`src/rtl/sram_arb_pkg.sv`:
```
// Shared definitions for the SRAM bus arbiter.
//   state_t         : access sequencer states (IDLE/SETUP/STROBE/DONE)
//   GNT_SNES/GNT_AVR: grant index constants
//   WAIT_MIN/WAIT_MAX: legal range of strobe-active cycles per access
//   wait_count_load : converts a wait-cycle count into the STROBE counter preload
package sram_arb_pkg;

    typedef enum logic [1:0] {
        ST_IDLE   = 2'd0,
        ST_SETUP  = 2'd1,
        ST_STROBE = 2'd2,
        ST_DONE   = 2'd3
    } state_t;

    localparam logic GNT_SNES = 1'b0;
    localparam logic GNT_AVR  = 1'b1;

    localparam int WAIT_MIN = 1;
    localparam int WAIT_MAX = 15;
    localparam int WAIT_W   = 4;

    // The STROBE counter runs from cycles-1 down to 0. Out-of-range values are
    // clamped so a bad parameter still yields a working (if mistimed) bus.
    function automatic logic [WAIT_W-1:0] wait_count_load(input int cycles);
        int c;
        c = cycles;
        if (c < WAIT_MIN) c = WAIT_MIN;
        if (c > WAIT_MAX) c = WAIT_MAX;
        return WAIT_W'(c - 1);
    endfunction

endpackage

```
`src/rtl/sram_bus_arbiter_if.sv`:
```
// Bundle of requester handshakes and SRAM pin signals for sram_bus_arbiter.
//   slave  modport : the arbiter (takes requests + sram_din, drives acks/rdata/SRAM strobes)
//   master modport : the surrounding requesters and SRAM model
// Parameters: ADDR_W (SRAM address width), DATA_W (SRAM data width).
interface sram_bus_arbiter_if #(
    parameter int ADDR_W = 21,
    parameter int DATA_W = 8
);
    logic              snes_req;
    logic              snes_we;
    logic [ADDR_W-1:0] snes_addr;
    logic [DATA_W-1:0] snes_wdata;
    logic [DATA_W-1:0] snes_rdata;
    logic              snes_ack;

    logic              avr_req;
    logic              avr_we;
    logic [ADDR_W-1:0] avr_addr;
    logic [DATA_W-1:0] avr_wdata;
    logic [DATA_W-1:0] avr_rdata;
    logic              avr_ack;

    logic [ADDR_W-1:0] sram_addr;
    logic [DATA_W-1:0] sram_dout;
    logic [DATA_W-1:0] sram_din;
    logic              sram_dq_oe;
    logic              sram_ce_n;
    logic              sram_oe_n;
    logic              sram_we_n;
    logic              busy;

    modport slave (
        input  snes_req, snes_we, snes_addr, snes_wdata,
        input  avr_req, avr_we, avr_addr, avr_wdata,
        input  sram_din,
        output snes_rdata, snes_ack, avr_rdata, avr_ack,
        output sram_addr, sram_dout, sram_dq_oe, sram_ce_n, sram_oe_n, sram_we_n, busy
    );

    modport master (
        output snes_req, snes_we, snes_addr, snes_wdata,
        output avr_req, avr_we, avr_addr, avr_wdata,
        output sram_din,
        input  snes_rdata, snes_ack, avr_rdata, avr_ack,
        input  sram_addr, sram_dout, sram_dq_oe, sram_ce_n, sram_oe_n, sram_we_n, busy
    );
endinterface

```
`src/rtl/sram_strobe_gen.sv`:
```
// Access sequencer: IDLE -> SETUP -> STROBE (load_val+1 cycles) -> DONE -> IDLE.
// Ports:
//   avr_clk, avr_reset_n : clock, synchronous active-low reset
//   start                : begin an access (honoured only in IDLE)
//   we                   : 1=write, sampled with start
//   load_val             : STROBE counter preload (wait cycles - 1)
//   ce_n/oe_n/we_n/dq_oe : registered SRAM strobes
//   capture              : high during the last STROBE cycle (read data valid at its edge)
//   done                 : high during DONE
//   busy                 : high whenever not IDLE
module sram_strobe_gen
    import sram_arb_pkg::*;
(
    input  logic              avr_clk,
    input  logic              avr_reset_n,
    input  logic              start,
    input  logic              we,
    input  logic [WAIT_W-1:0] load_val,
    output logic              ce_n,
    output logic              oe_n,
    output logic              we_n,
    output logic              dq_oe,
    output logic              capture,
    output logic              done,
    output logic              busy
);
    state_t            state_reg, state_next;
    logic [WAIT_W-1:0] cnt_reg, cnt_next;
    logic              we_reg, we_next;
    logic              ce_n_reg, ce_n_next;
    logic              oe_n_reg, oe_n_next;
    logic              we_n_reg, we_n_next;
    logic              dq_oe_reg, dq_oe_next;

    always_comb begin
        state_next = state_reg;
        cnt_next   = cnt_reg;
        we_next    = we_reg;
        case (state_reg)
            ST_IDLE: begin
                if (start) begin
                    state_next = ST_SETUP;
                    we_next    = we;
                end
            end
            ST_SETUP: begin
                state_next = ST_STROBE;
                cnt_next   = load_val;
            end
            ST_STROBE: begin
                if (cnt_reg == '0) state_next = ST_DONE;
                else               cnt_next   = cnt_reg - 1'b1;
            end
            default: state_next = ST_IDLE;
        endcase

        // Strobes are decoded from the state being entered and registered,
        // so the SRAM pins never see decode glitches.
        ce_n_next  = 1'b1;
        oe_n_next  = 1'b1;
        we_n_next  = 1'b1;
        dq_oe_next = 1'b0;
        case (state_next)
            ST_SETUP: begin
                ce_n_next  = 1'b0;
                oe_n_next  = we_next;
                dq_oe_next = we_next;
            end
            ST_STROBE: begin
                ce_n_next  = 1'b0;
                oe_n_next  = we_next;
                we_n_next  = ~we_next;
                dq_oe_next = we_next;
            end
            ST_DONE: begin
                // Data hold: ce_n and the data drive outlast the strobes by one cycle.
                ce_n_next  = 1'b0;
                dq_oe_next = we_next;
            end
            default: ;
        endcase
    end

    always_ff @(posedge avr_clk) begin
        if (!avr_reset_n) begin
            state_reg <= ST_IDLE;
            cnt_reg   <= '0;
            we_reg    <= 1'b0;
            ce_n_reg  <= 1'b1;
            oe_n_reg  <= 1'b1;
            we_n_reg  <= 1'b1;
            dq_oe_reg <= 1'b0;
        end else begin
            state_reg <= state_next;
            cnt_reg   <= cnt_next;
            we_reg    <= we_next;
            ce_n_reg  <= ce_n_next;
            oe_n_reg  <= oe_n_next;
            we_n_reg  <= we_n_next;
            dq_oe_reg <= dq_oe_next;
        end
    end

    assign ce_n    = ce_n_reg;
    assign oe_n    = oe_n_reg;
    assign we_n    = we_n_reg;
    assign dq_oe   = dq_oe_reg;
    assign capture = (state_reg == ST_STROBE) && (cnt_reg == '0);
    assign done    = (state_reg == ST_DONE);
    assign busy    = (state_reg != ST_IDLE);

endmodule

```
`src/rtl/sram_bus_arbiter.sv`:
```
// Shares one external SRAM between the SNES cartridge port and the AVR port.
// Fixed priority SNES over AVR; one access at a time, sequenced by sram_strobe_gen.
// Ports:
//   avr_clk      : system clock, rising edge
//   avr_reset_n  : synchronous active-low reset (aborts any access, no ack)
//   bus          : sram_bus_arbiter_if.slave (requests, acks, rdata, SRAM pins, busy)
// Parameters: ADDR_W, DATA_W, WAIT_CYCLES (1..15 strobe cycles),
//   MAX_WAIT (AVR starvation limit, present only with ARB_STARVE_GUARD_EN).
// Build option: define ARB_STARVE_GUARD_EN to force an AVR grant after MAX_WAIT
//   consecutive SNES grants won against a pending AVR request.
module sram_bus_arbiter
    import sram_arb_pkg::*;
#(
    parameter int ADDR_W      = 21,
    parameter int DATA_W      = 8,
    parameter int WAIT_CYCLES = 2
`ifdef ARB_STARVE_GUARD_EN
    ,
    parameter int MAX_WAIT    = 8
`endif
) (
    input logic              avr_clk,
    input logic              avr_reset_n,
    sram_bus_arbiter_if.slave bus
);
    logic              start, avr_wins;
    logic              capture, done, busy;
    logic              ce_n, oe_n, we_n, dq_oe;
    logic              grant_reg;
    logic              we_reg;
    logic [ADDR_W-1:0] addr_reg;
    logic [DATA_W-1:0] wdata_reg;
    logic [DATA_W-1:0] snes_rdata_reg, avr_rdata_reg;

    // A request seen while idle always starts an access; back-to-back is normal.
    assign start = !busy && (bus.snes_req || bus.avr_req);

`ifdef ARB_STARVE_GUARD_EN
    logic [3:0] starve_reg;

    assign avr_wins = bus.avr_req && (!bus.snes_req || (starve_reg >= 4'(MAX_WAIT)));

    always_ff @(posedge avr_clk) begin
        if (!avr_reset_n) begin
            starve_reg <= '0;
        end else if (start) begin
            if (avr_wins)
                starve_reg <= '0;
            else if (bus.avr_req && starve_reg != 4'hF)
                starve_reg <= starve_reg + 4'd1;
        end
    end
`else
    assign avr_wins = bus.avr_req && !bus.snes_req;
`endif

    always_ff @(posedge avr_clk) begin
        if (!avr_reset_n) begin
            grant_reg      <= GNT_SNES;
            we_reg         <= 1'b0;
            addr_reg       <= '0;
            wdata_reg      <= '0;
            snes_rdata_reg <= '0;
            avr_rdata_reg  <= '0;
        end else begin
            // Winner's request is frozen here; later input changes are ignored.
            if (start) begin
                grant_reg <= avr_wins ? GNT_AVR : GNT_SNES;
                we_reg    <= avr_wins ? bus.avr_we    : bus.snes_we;
                addr_reg  <= avr_wins ? bus.avr_addr  : bus.snes_addr;
                wdata_reg <= avr_wins ? bus.avr_wdata : bus.snes_wdata;
            end
            if (capture && !we_reg) begin
                if (grant_reg == GNT_AVR) avr_rdata_reg  <= bus.sram_din;
                else                      snes_rdata_reg <= bus.sram_din;
            end
        end
    end

    sram_strobe_gen u_strobe (
        .avr_clk     (avr_clk),
        .avr_reset_n (avr_reset_n),
        .start       (start),
        .we          (avr_wins ? bus.avr_we : bus.snes_we),
        .load_val    (wait_count_load(WAIT_CYCLES)),
        .ce_n        (ce_n),
        .oe_n        (oe_n),
        .we_n        (we_n),
        .dq_oe       (dq_oe),
        .capture     (capture),
        .done        (done),
        .busy        (busy)
    );

    assign bus.sram_addr  = addr_reg;
    assign bus.sram_dout  = wdata_reg;
    assign bus.sram_ce_n  = ce_n;
    assign bus.sram_oe_n  = oe_n;
    assign bus.sram_we_n  = we_n;
    assign bus.sram_dq_oe = dq_oe;
    assign bus.busy       = busy;
    assign bus.snes_rdata = snes_rdata_reg;
    assign bus.avr_rdata  = avr_rdata_reg;
    assign bus.snes_ack   = done && (grant_reg == GNT_SNES);
    assign bus.avr_ack    = done && (grant_reg == GNT_AVR);

endmodule

```
`src/flat_wrapper.sv`:
```
// flat-port wrapper written by rule: the top's interface ports become plain ports
module sram_bus_arbiter_flat import sram_arb_pkg::*;
#(
    parameter int ADDR_W      = 21,
    parameter int DATA_W      = 8,
    parameter int WAIT_CYCLES = 2

)
  (avr_clk, avr_reset_n, bus_snes_req, bus_snes_we, bus_snes_addr, bus_snes_wdata, bus_avr_req, bus_avr_we, bus_avr_addr, bus_avr_wdata, bus_sram_din, bus_snes_rdata, bus_snes_ack, bus_avr_rdata, bus_avr_ack, bus_sram_addr, bus_sram_dout, bus_sram_dq_oe, bus_sram_ce_n, bus_sram_oe_n, bus_sram_we_n, bus_busy);
  sram_bus_arbiter_if #(.ADDR_W(ADDR_W), .DATA_W(DATA_W)) bus_i ();
  input logic avr_clk;
  input logic avr_reset_n;
  input wire logic [$bits(bus_i.snes_req)-1:0] bus_snes_req;
  input wire logic [$bits(bus_i.snes_we)-1:0] bus_snes_we;
  input wire logic [$bits(bus_i.snes_addr)-1:0] bus_snes_addr;
  input wire logic [$bits(bus_i.snes_wdata)-1:0] bus_snes_wdata;
  input wire logic [$bits(bus_i.avr_req)-1:0] bus_avr_req;
  input wire logic [$bits(bus_i.avr_we)-1:0] bus_avr_we;
  input wire logic [$bits(bus_i.avr_addr)-1:0] bus_avr_addr;
  input wire logic [$bits(bus_i.avr_wdata)-1:0] bus_avr_wdata;
  input wire logic [$bits(bus_i.sram_din)-1:0] bus_sram_din;
  output wire logic [$bits(bus_i.snes_rdata)-1:0] bus_snes_rdata;
  output wire logic [$bits(bus_i.snes_ack)-1:0] bus_snes_ack;
  output wire logic [$bits(bus_i.avr_rdata)-1:0] bus_avr_rdata;
  output wire logic [$bits(bus_i.avr_ack)-1:0] bus_avr_ack;
  output wire logic [$bits(bus_i.sram_addr)-1:0] bus_sram_addr;
  output wire logic [$bits(bus_i.sram_dout)-1:0] bus_sram_dout;
  output wire logic [$bits(bus_i.sram_dq_oe)-1:0] bus_sram_dq_oe;
  output wire logic [$bits(bus_i.sram_ce_n)-1:0] bus_sram_ce_n;
  output wire logic [$bits(bus_i.sram_oe_n)-1:0] bus_sram_oe_n;
  output wire logic [$bits(bus_i.sram_we_n)-1:0] bus_sram_we_n;
  output wire logic [$bits(bus_i.busy)-1:0] bus_busy;
  assign bus_i.snes_req = bus_snes_req;
  assign bus_i.snes_we = bus_snes_we;
  assign bus_i.snes_addr = bus_snes_addr;
  assign bus_i.snes_wdata = bus_snes_wdata;
  assign bus_i.avr_req = bus_avr_req;
  assign bus_i.avr_we = bus_avr_we;
  assign bus_i.avr_addr = bus_avr_addr;
  assign bus_i.avr_wdata = bus_avr_wdata;
  assign bus_i.sram_din = bus_sram_din;
  assign bus_snes_rdata = bus_i.snes_rdata;
  assign bus_snes_ack = bus_i.snes_ack;
  assign bus_avr_rdata = bus_i.avr_rdata;
  assign bus_avr_ack = bus_i.avr_ack;
  assign bus_sram_addr = bus_i.sram_addr;
  assign bus_sram_dout = bus_i.sram_dout;
  assign bus_sram_dq_oe = bus_i.sram_dq_oe;
  assign bus_sram_ce_n = bus_i.sram_ce_n;
  assign bus_sram_oe_n = bus_i.sram_oe_n;
  assign bus_sram_we_n = bus_i.sram_we_n;
  assign bus_busy = bus_i.busy;
  sram_bus_arbiter #(.ADDR_W(ADDR_W), .DATA_W(DATA_W), .WAIT_CYCLES(WAIT_CYCLES)) u_core (.avr_clk(avr_clk), .avr_reset_n(avr_reset_n), .bus(bus_i));
endmodule
```
`config.mk`:
```
export PLATFORM = sky130hd
export DESIGN_NAME = sram_bus_arbiter_flat
export DESIGN_NICKNAME = d
export VERILOG_FILES = /design/src/rtl/sram_arb_pkg.sv /design/src/rtl/sram_bus_arbiter_if.sv /design/src/rtl/sram_strobe_gen.sv /design/src/rtl/sram_bus_arbiter.sv /design/src/flat_wrapper.sv
export SDC_FILE = /design/constraint.sdc
export NUM_CORES = 1
export LEC_CHECK = 0
export BUFFER_PORTS_ARGS = -buffer_cell sky130_fd_sc_hd__buf_4
export CAP_MARGIN = 20
export CELL_PAD_IN_SITES_DETAIL_PLACEMENT = 1
export CELL_PAD_IN_SITES_GLOBAL_PLACEMENT = 2
export CORE_UTILIZATION = 22
export DETAILED_ROUTE_END_ITERATION = 7
export GPL_TIMING_DRIVEN = 0
export PLACE_DENSITY_LB_ADDON = 0.1
export SLEW_MARGIN = 20
export SYNTH_ARGS = -nofsm -noshare
export SYNTH_HDL_FRONTEND = slang
export SYNTH_SLANG_ARGS = --single-unit
```
`constraint.sdc`:
```
create_clock -name avr_clk -period 1.8 [get_ports avr_clk]
set_input_delay 0.27 -clock avr_clk [delete_from_list [all_inputs] [get_ports avr_clk]]
set_output_delay 0.27 -clock avr_clk [all_outputs]
set_load 0.01 [all_outputs]
```
==> flow_metrics.py, run 1 <==
metrics = {
    "synthesis": {
        "netlist_area_um2": 2469,
        "synth.avg_cell_area_um2": 8.368,
        "synth-seq-area-share_pct": 47.03,
        "synth.distinct_cells": 32,
        "syn-instance-count": 295,
        "ys_ff_latch": 58,
        "syn-num-nets": 374,
        "yosys_warnings": 0,
    },
    "global_route": {
        "grt_max_degree": 11,
        "grt_antenna_before_repair": 0,
        "grt_pass1_vias": 2693,
        "grt_pass1_wl_mm": 13.52,
        "grt_usage_pct": 15.35,
        "grt_overflow": 0,
    },
    "floorplanning": {
        "die_h_um": 107.9,
        "rows": 38,
        "core-area_um2": 10890,
        "die_w_um": 107.9,
        "start_util_pct": 22.67,
        "die_area_um2": 11650,
        "io_pins": 124,
    },
    "run": {
        "drv_cap": 0,
    },
    "finish": {
        "largest_reg_flops": 21,
        "finish.utilization_pct": 35.49,
        "fillers": 1315,
        "n_antenna_cell": 0,
        "finalNetCount": 510,
        "syn_to_final_growth_pct": 56.51,
        "final_common_cell": "buf_4",
        "layout-drive-gt1-share_pct": 35.78,
        "fin_area_um2": 3864,
        "final_cell_mix": "buf_4, a21oi_1, nand2_1, dfxtp_1, o21ai_0",
        "instances_no_fill": 576,
        "multi_input_area_um2": 1197,
        "regArea_um2": 1166,
    },
    "clocking": {
        "cts_max_level": 3,
        "clock_sinks": 58,
        "cts_buffer_depth": 2,
        "clk_pin_slew_ps": 70,
        "cts_tree": "built",
        "cts_root_buf": "clkbuf_8",
        "cts_inserted_buffers": 9,
        "insertion_delay_ps": 340,
    },
    "pwr": {
        "peakVddDrop_uv": 416.7,
        "p_leak_nw": 1.875,
        "total_power_mw": 5.799,
        "power_density_nw_per_um2": 1501,
    },
    "timing": {
        "fin_tns_setup_ps": 0,
        "final_hold_viol_count": 0,
        "rsz0062_at_grt": "true",
        "finalCriticalPeriod_ps": 1675,
        "fmax_mhz": 597.0,
        "whs_ps": 170.6,
        "worst_pin_slew_ps": 567.9,
        "skew_ps": 7.172,
        "period_share_pct": 93.06,
        "finalMaxSlewViolations": 0,
        "slew_headroom_pct": 62.14,
        "setup-violations-final": 0,
        "setup_slack_ps": 124.9,
    },
    "routing": {
        "antenna_left": 0,
        "dr_wl_met2_mm": 4.000,
        "dr_wl_met3_um": 699,
        "met1Wirelength_mm": 3.669,
        "drtPass1Iterations": 4,
        "route.vias.total": 2579,
        "via_per_inst": 4.477,
        "top_layer_used": "met4",
        "wl_mm": 8.519,
        "dr.first_iter.drc_count": 44,
        "drc": 0,
        "wire_per_inst_um": 14.79,
    },
    "critical_path": {
        "start_kind": "register",
        "crit_path_end_kind": "register",
        "crit_fanout": 6,
        "critPathLaunch": "u_core.u_strobe.state_reg[0]",
        "worst-endpoint-arrival_ps": 1910,
        "crit_type": "register to register",
        "worstReg2RegStart": "u_core.u_strobe.state_reg[0]",
        "ff2ff_setup_slack_ps": 120,
        "required_ps": 2030,
    },
    "placement": {
        "placed_cells_incl_taps": 557,
        "place_area_um2": 3561,
        "hpwl_mm": 6.221,
        "post-place-ws_ps": -321.8,
        "gp_congestion": 0.6867,
        "port_buffers": 122,
    },
    "status": {
        "status": "finished, final reports clean",
    },
    "hold_path": {
        "hp-start": "bus_snes_addr[17]",
        "hold_class": "primary input to register",
    },
}
logic make-up after synthesis:
logic type	after synthesis	share of synthesized area (%)
fa+ha+maj	7	3.548
compound gates	101	21.44
simple gates	81	15.56
buf+inv	31	5.525
mux	17	6.893
flops	58	47.03
critical path: stages (launching register included):
cell	delay (ps)
dfxtp_4	370
inv_2	40
ha_1	190
buf_6	140
o21ai_4	80
clkbuf_8	170
a31o_4	160
ha_1	160
nand2_1	40
or2_1	210
path summary, 6_finish.rpt:
kind,to,cells after the start
max,u_core.u_strobe.we_n,9
min,u_core.bus.sram_addr[17],3
max reg2reg,u_core.u_strobe.we_n,9
min reg2reg,u_core.bus.avr_rdata[7],2
area by class of cell:
class                      count  share of cell area (%)
clock inverter                 6                   2.720
tap                          140                   4.534
inverter                       8                  0.7772
multi-input combinational    206                   30.99
buffer                        23                   3.206
clock buffer                  10                   3.303
timing repair buffer         125                   24.29
sequential                    58                   30.18
metal layers:
metal  global-route usage, %  vias up
li1                        -     1287
met2                   25.55       87
met3                   5.425       13
met1                   17.27     1192
met5                       0        -
met4                   7.926        0
synthesized netlist by cell type:
master / count / area share, %
a21oi_1: 61 / 12
dfxtp_1: 58 / 47
nand2_1: 56 / 8.5
o21ai_0: 31 / 6.3
clkbuf_1: 17 / 2.6
mux2i_1: 17 / 6.9
inv_1: 8 / 1.2
ha_1: 7 / 3.5
buf_2: 4 / 0.81
nand3_1: 4 / 0.81
nor2_1: 4 / 0.61
nand2b_1: 3 / 0.76
a31o_1: 2 / 0.71
and2_1: 2 / 0.51
buf_6: 2 / 0.91
nor2b_1: 2 / 0.51
or3b_1: 2 / 0.71
a211oi_1: 1 / 0.30
a221oi_1: 1 / 0.35
a31oi_1: 1 / 0.25
a41o_1: 1 / 0.41
and3_1: 1 / 0.25
and4b_1: 1 / 0.41
nand3b_1: 1 / 0.30
nand4b_1: 1 / 0.35
nand4bb_4: 1 / 1.1
nor3_1: 1 / 0.20
o21a_1: 1 / 0.30
o21ai_1: 1 / 0.20
o22ai_1: 1 / 0.25
or2_1: 1 / 0.25
or3_1: 1 / 0.25
timing repair:
action | CTS | global route
pin swaps | 0 | 1
hold buffers | 0 | 0
buffers inserted | 1 | 2
gates resized for setup | 5 | 12
setup endpoints to repair | 4 | 25
power by group:
part,switching [mW],internal [mW]
logic,1.29,1.17
clock network,0.546,0.913
registers,0.203,1.68
Note: power is estimated with default switching activity, not from simulation.
==> run 2, diff against run 1 <==
--- a/config.mk
+++ b/config.mk
@@ -9,7 +9,8 @@
 export CAP_MARGIN = 20
 export CELL_PAD_IN_SITES_DETAIL_PLACEMENT = 1
 export CELL_PAD_IN_SITES_GLOBAL_PLACEMENT = 2
-export CORE_UTILIZATION = 22
+export CORE_UTILIZATION = 23
+export CTS_BUF_LIST = sky130_fd_sc_hd__clkbuf_4
 export DETAILED_ROUTE_END_ITERATION = 7
 export GPL_TIMING_DRIVEN = 0
 export PLACE_DENSITY_LB_ADDON = 0.1
==> flow_metrics.py, run 2 (synthesized netlist as in run 1, its figures left out) <==
metrics = {
    "floorplanning": {
        "die_area_um2": 11150,
        "core-area_um2": 10370,
        "io_pins": 124,
        "rows": 37,
        "die_h_um": 105.6,
        "start_util_pct": 23.81,
        "die_w_um": 105.6,
    },
    "pwr": {
        "p_seq_share_pct": 34.5,
        "p_sw_share_pct": 36.84,
        "peakVddDrop_uv": 425.3,
        "p_leak_nw": 1.835,
        "p_comb_share_pct": 45.4,
        "power.internal_mw": 3.409,
        "power_density_nw_per_um2": 1428,
        "p_sw_mw": 1.988,
        "clock_power_share_pct": 20.1,
    },
    "critical_path": {
        "cpPeakStageDelay_ps": 350,
        "crit_path_end_kind": "output pin",
        "ff2ff_setup_slack_ps": 120,
        "crit_chain": "buf_4 > ha_1 > and2_1 > buf_4",
        "cp_slowest_cell": "dfxtp_2",
        "crit_type": "register to output pin",
        "crit_path_frequent_cell": "buf_4",
        "path_buf_inv": 2,
        "worstReg2RegStart": "u_core.u_strobe.state_reg[0]",
        "required_ps": 1530,
        "worstRegToRegCells": 9,
        "worst-endpoint-arrival_ps": 1420,
        "r2r_end": "u_core.u_strobe.dq_oe",
        "start_kind": "register",
        "crit_fanout": 3,
        "cp_top_family": "flip-flops",
    },
    "clocking": {
        "holdBufCountCts": 0,
        "clk_pin_slew_ps": 110,
        "insertion_delay_ps": 410,
        "cts_inserted_buffers": 9,
        "cts_root_buf": "clkbuf_4",
        "cts_tree": "built",
        "clock_sinks": 58,
        "cts_max_level": 3,
        "cts_buffer_depth": 2,
    },
    "timing": {
        "final_hold_viol_count": 0,
        "finalCriticalPeriod_ps": 1694,
        "slew_headroom_pct": 60.07,
        "skew_ps": 10.86,
        "setup_slack_ps": 105.7,
        "worst_pin_slew_ps": 598.9,
        "whs_ps": 90.30,
        "setup-violations-final": 0,
        "period_share_pct": 94.13,
        "fin_tns_setup_ps": 0,
        "fmax_mhz": 590.2,
        "finalMaxSlewViolations": 0,
    },
    "finish": {
        "layout-drive-gt1-share_pct": 35.32,
        "n_antenna_cell": 0,
        "final_cell_mix": "buf_4, a21oi_1, nand2_1, dfxtp_1, o21ai_0",
        "largest_reg_flops": 21,
        "final_common_cell": "buf_4",
        "syn_to_final_growth_pct": 53.12,
        "finalNetCount": 510,
    },
    "routing": {
        "route.vias.total": 2579,
        "dr.first_iter.drc_count": 57,
        "wl_mm": 8.243,
        "antenna_left": 0,
        "drc": 0,
        "wire_per_inst_um": 14.41,
        "via_per_inst": 4.509,
        "drtPass1Iterations": 4,
    },
    "global_route": {
        "grt_pass1_wl_mm": 13.28,
        "grtUsageMet2_pct": 25.47,
        "grt_usage_pct": 15.56,
        "grt_overflow": 0,
        "grt_pass1_vias": 2677,
        "met3_usage_pct": 5.133,
        "grt_max_degree": 11,
        "grt_antenna_before_repair": 0,
        "grt_use_met1_pct": 18.09,
        "busiest_layer": "met2",
    },
    "placement": {
        "post-place-ws_ps": -376.9,
        "hpwl_mm": 6.009,
        "gp_congestion": 0.7058,
        "port_buffers": 122,
    },
    "hold_path": {
        "min_path_cells": 3,
        "hp-start": "bus_snes_addr[6]",
        "min_to": "u_core.bus.sram_addr[6]",
        "hold_class": "primary input to register",
    },
    "status": {
        "status": "finished, final reports clean",
    },
    "run": {
        "drv_cap": 0,
    },
}
## run 2: changes by cell type in the layout (fill, tap and decap cells not counted), moves of 2 or more
cell,previous run,this run
inv_2,2,0
inv_1,6,8
clkbuf_4,0,10
clkbuf_8,10,1
## run 2: area by class of cell
type                    count  area (um2)
plain buffers              23       122.6
clock buffers              10       75.07
clock inverters             6       81.33
fillers                  1283        6590
inverters                   8       30.03
multi-input cells         206        1201
flip-flops and latches     58        1164
well taps                 136       170.2
repair buffers            125       935.9
## run 2: worst max path at each step
| stage | startpoint | to | slack [ps] | cells after the start |
|---|---|---|---|---|
| 2_1_floorplan | u_core.u_strobe.state_reg[0] | u_core.u_strobe.we_n | 30 | 9 |
| 3_3_place_gp | u_core.u_strobe.state_reg[0] | u_core.u_strobe.we_n | -330 | 9 |
| 3_5_place_dp | u_core.u_strobe.state_reg[0] | u_core.u_strobe.we_n | -380 | 9 |
| 4_1_cts | u_core.u_strobe.state_reg[1] | u_core.u_strobe.we_n | 40 | 9 |
| 5_1_grt | u_core.u_strobe.state_reg[1] | u_core.bus.sram_addr[15] | -0.04 | 7 |
| 6_report | u_core.u_strobe.state_reg[0] | bus_avr_ack | 110 | 4 |
## run 2: per-layer routing
metal / wire (um) / vias to the layer above
li1: - / 1283
met1: 3580 / 1208
met2: 3883 / 78
met3: 627 / 10
met4: 151 / 0
met5: 0 / -
## run 2: worst min-delay path, delay by kind of cell
family	cells	cell delay, ps
AOI/OAI and AO/OA	1	50
buffers and inverters	1	110
and+or+nand+nor	1	40
## run 2: metrics by stage
step / instance area [um2] / instances / util, % / power (mW)
final: 3780 / 572 / 36.45 / 5.396
after global routing: 3780 / 572 / 36.45 / 5.866
after global placement: 3556 / 553 / 34.29 / 4.167
after detailed placement: 3556 / 553 / 34.29 / 4.194
after floorplan: 2470 / 295 / - / 3.144
after CTS: 3745 / 570 / 36.11 / 5.415
## run 2: power by group through the flow
stage / sequential [mW] / combinational [mW] / clock, mW
4_1_cts: 1.87 / 2.41 / 1.14
3_3_place_gp: 1.88 / 2.28 / 0
5_1_grt: 1.91 / 2.76 / 1.20
6_report: 1.86 / 2.45 / 1.08
2_1_floorplan: 2.01 / 1.13 / 0
3_5_place_dp: 1.89 / 2.31 / 0
## run 2: what timing repair did
item                                    4_1_cts  5_1_grt
pin swaps                                     0        2
buffers inserted                              1        1
resized for setup                             6        5
gates cloned                                  0        1
endpoints found under the setup margin       14        9
==> run 3, diff against run 2 <==
--- a/config.mk
+++ b/config.mk
@@ -5,11 +5,12 @@
 export SDC_FILE = /design/constraint.sdc
 export NUM_CORES = 1
 export LEC_CHECK = 0
+export ABC_AREA = 1
 export BUFFER_PORTS_ARGS = -buffer_cell sky130_fd_sc_hd__buf_4
 export CAP_MARGIN = 20
 export CELL_PAD_IN_SITES_DETAIL_PLACEMENT = 1
 export CELL_PAD_IN_SITES_GLOBAL_PLACEMENT = 2
-export CORE_UTILIZATION = 23
+export CORE_UTILIZATION = 22
 export CTS_BUF_LIST = sky130_fd_sc_hd__clkbuf_4
 export DETAILED_ROUTE_END_ITERATION = 7
 export GPL_TIMING_DRIVEN = 0
==> flow_metrics.py, run 3 <==
metrics = {
    "global_route": {
        "grt_pass1_wl_mm": 14.41,
        "grt_max_degree": 11,
        "met3_usage_pct": 7.709,
        "grt_usage_pct": 15.18,
        "grtUsageMet2_pct": 25.45,
        "grt_pass1_vias": 2894,
        "busiest_layer": "met2",
        "grt_antenna_before_repair": 0,
        "grt_use_met1_pct": 16.65,
        "grt_overflow": 0,
    },
    "synthesis": {
        "yosysMostFrequentCell": "nand2_1",
        "synth_common_cells": "nand2_1, a21oi_1, dfxtp_1, nor2_1, inv_1",
        "synth_top_area_share_pct": 44.44,
        "synth-seq-area-share_pct": 44.44,
        "yosys_warnings": 0,
        "synth.distinct_cells": 22,
        "syn-num-nets": 429,
        "ys_ff_latch": 58,
        "ys_async_sr_fraction_pct": 0,
        "synth.avg_cell_area_um2": 7.464,
        "synth.largest_area_cell": "dfxtp_1",
        "synthTopCellsByArea": "dfxtp_1, a21oi_1, nand2_1",
        "ys.flop_type": "dfxtp_1",
        "netlist_area_um2": 2613,
        "synth_edf_count": 0,
        "syn-instance-count": 350,
    },
    "routing": {
        "drtPass1Iterations": 6,
        "wire_per_inst_um": 14.01,
        "via_per_inst": 4.424,
        "wl_mm": 8.856,
        "route.vias.total": 2796,
        "dr.first_iter.drc_count": 84,
        "drc": 12,
        "antenna_left": 0,
    },
    "pwr": {
        "power_density_nw_per_um2": 1438,
        "peakVddDrop_uv": 451.9,
        "total_power_mw": 5.578,
        "p_leak_nw": 1.850,
    },
    "placement": {
        "placed_cells_incl_taps": 616,
        "port_buffers": 123,
        "hpwl_mm": 6.563,
        "gp_congestion": 0.7229,
        "place_area_um2": 3715,
    },
    "critical_path": {
        "crit_path_end_kind": "register",
        "crit_type": "register to register",
        "crit_fanout": 8,
        "worst-endpoint-arrival_ps": 2000,
        "ff2ff_setup_slack_ps": 150,
        "required_ps": 2150,
        "start_kind": "register",
    },
    "finish": {
        "finalNetCount": 563,
        "instances_no_fill": 632,
        "final_cell_mix": "buf_4, nand2_1, a21oi_1, dfxtp_1, nor2_1",
        "layout-drive-gt1-share_pct": 35.58,
        "syn_to_final_growth_pct": 48.47,
        "finish.utilization_pct": 33.68,
        "n_antenna_cell": 0,
        "largest_reg_flops": 21,
        "fin_area_um2": 3879,
        "final_common_cell": "buf_4",
    },
    "floorplanning": {
        "start_util_pct": 22.69,
        "die_h_um": 111.0,
        "core-area_um2": 11520,
        "io_pins": 124,
        "die_area_um2": 12310,
        "die_w_um": 111.0,
        "rows": 39,
    },
    "timing": {
        "skew_ps": 8.885,
        "finalCriticalPeriod_ps": 1653,
        "setup-violations-final": 0,
        "fmax_mhz": 605.0,
        "slew_headroom_pct": 53.75,
        "period_share_pct": 91.82,
        "worst_pin_slew_ps": 686.5,
        "final_hold_viol_count": 0,
        "whs_ps": 86.52,
        "rsz0062_at_grt": "false",
        "finalMaxSlewViolations": 0,
    },
    "clocking": {
        "clock_sinks": 58,
        "cts_root_buf": "clkbuf_4",
        "cts_inserted_buffers": 9,
        "cts_buffer_depth": 2,
        "insertion_delay_ps": 420,
        "clk_pin_slew_ps": 110,
        "cts_setup_buffers": 0,
        "cts_tree": "built",
        "cts_max_level": 3,
    },
    "hold_path": {
        "hold_class": "primary input to register",
    },
    "status": {
        "status": "finished, violations left",
        "violations": "DRC",
    },
    "run": {
        "drv_cap": 0,
    },
}
-- run 3: logic make-up after synthesis --
kind of cell | count (synthesis) | share of synthesized area (%)
buf+inv | 49 | 8.572
xor+xnor | 1 | 0.3353
simple gates | 138 | 24.28
compound gates | 97 | 19.01
fa+ha+maj | 7 | 3.352
flops | 58 | 44.44
-- run 3: repair_timing --
action,4_1_cts,5_1_grt
endpoints found under the setup margin,1,3
hold buffers,0,0
resized for setup,6,9
hold endpoints to repair,0,0
-- run 3: final timing paths --
check                          startpoint                    endpoint  depth (start not counted)
max          u_core.u_strobe.state_reg[0]       u_core.u_strobe.dq_oe                          8
min reg2reg    u_core.u_strobe.cnt_reg[1]  u_core.u_strobe.cnt_reg[1]                          2
max reg2reg  u_core.u_strobe.state_reg[0]       u_core.u_strobe.dq_oe                          8
min                      bus_avr_addr[20]    u_core.bus.sram_addr[20]                          3
-- run 3: report_power, final --
| part | leakage [nW] | total [mW] | internal [mW] | switching [mW] |
|---|---|---|---|---|
| Clock | 0.0631 | 0.801 | 0.297 | 0.504 |
| Combinational | 1.31 | 2.82 | 1.24 | 1.58 |
| Sequential | 0.478 | 1.96 | 1.71 | 0.247 |
| Total | 1.85 | 5.58 | 3.25 | 2.33 |
-- run 3: area by class of cell --
type	instances	area, um2
Fill cell	1456	7637
Timing Repair Buffer	123	923.4
Multi-Input combinational cell	243	1281
Inverter	29	111.4
Buffer	20	115.1
Clock buffer	11	82.58
Tap cell	143	178.9
Sequential cell	58	1165
Clock inverter	5	21.27
-- run 3: metal layers --
| layer | wire length (um) | part of all wire, % | vias up |
|---|---|---|---|
| li1 | - | - | 1429 |
| met1 | 3738 | 42 | 1275 |
| met2 | 4166 | 47 | 85 |
| met3 | 848 | 9.6 | 7 |
| met4 | 102 | 1.2 | 0 |
| met5 | 0 | 0 | - |
-- run 3: critical path, cell delays in order (launching register included) --
cell and delay [ps]:
dfxtp_2 370, inv_4 80, ha_4 170, o21ai_4 100, nand4_1 100, nand2_1 100
ha_1 210, or2_2 320, a21oi_2 130
-- run 3: metrics by stage --
step | setup slack (ps) | TNS (ps)
6_report | 147.2 | 0
5_1_grt | 12.07 | 0
4_1_cts | 4.779 | 0
3_5_place_dp | -84.55 | -84.55
3_3_place_gp | -103.5 | -103.5
2_1_floorplan | 216.8 | 0
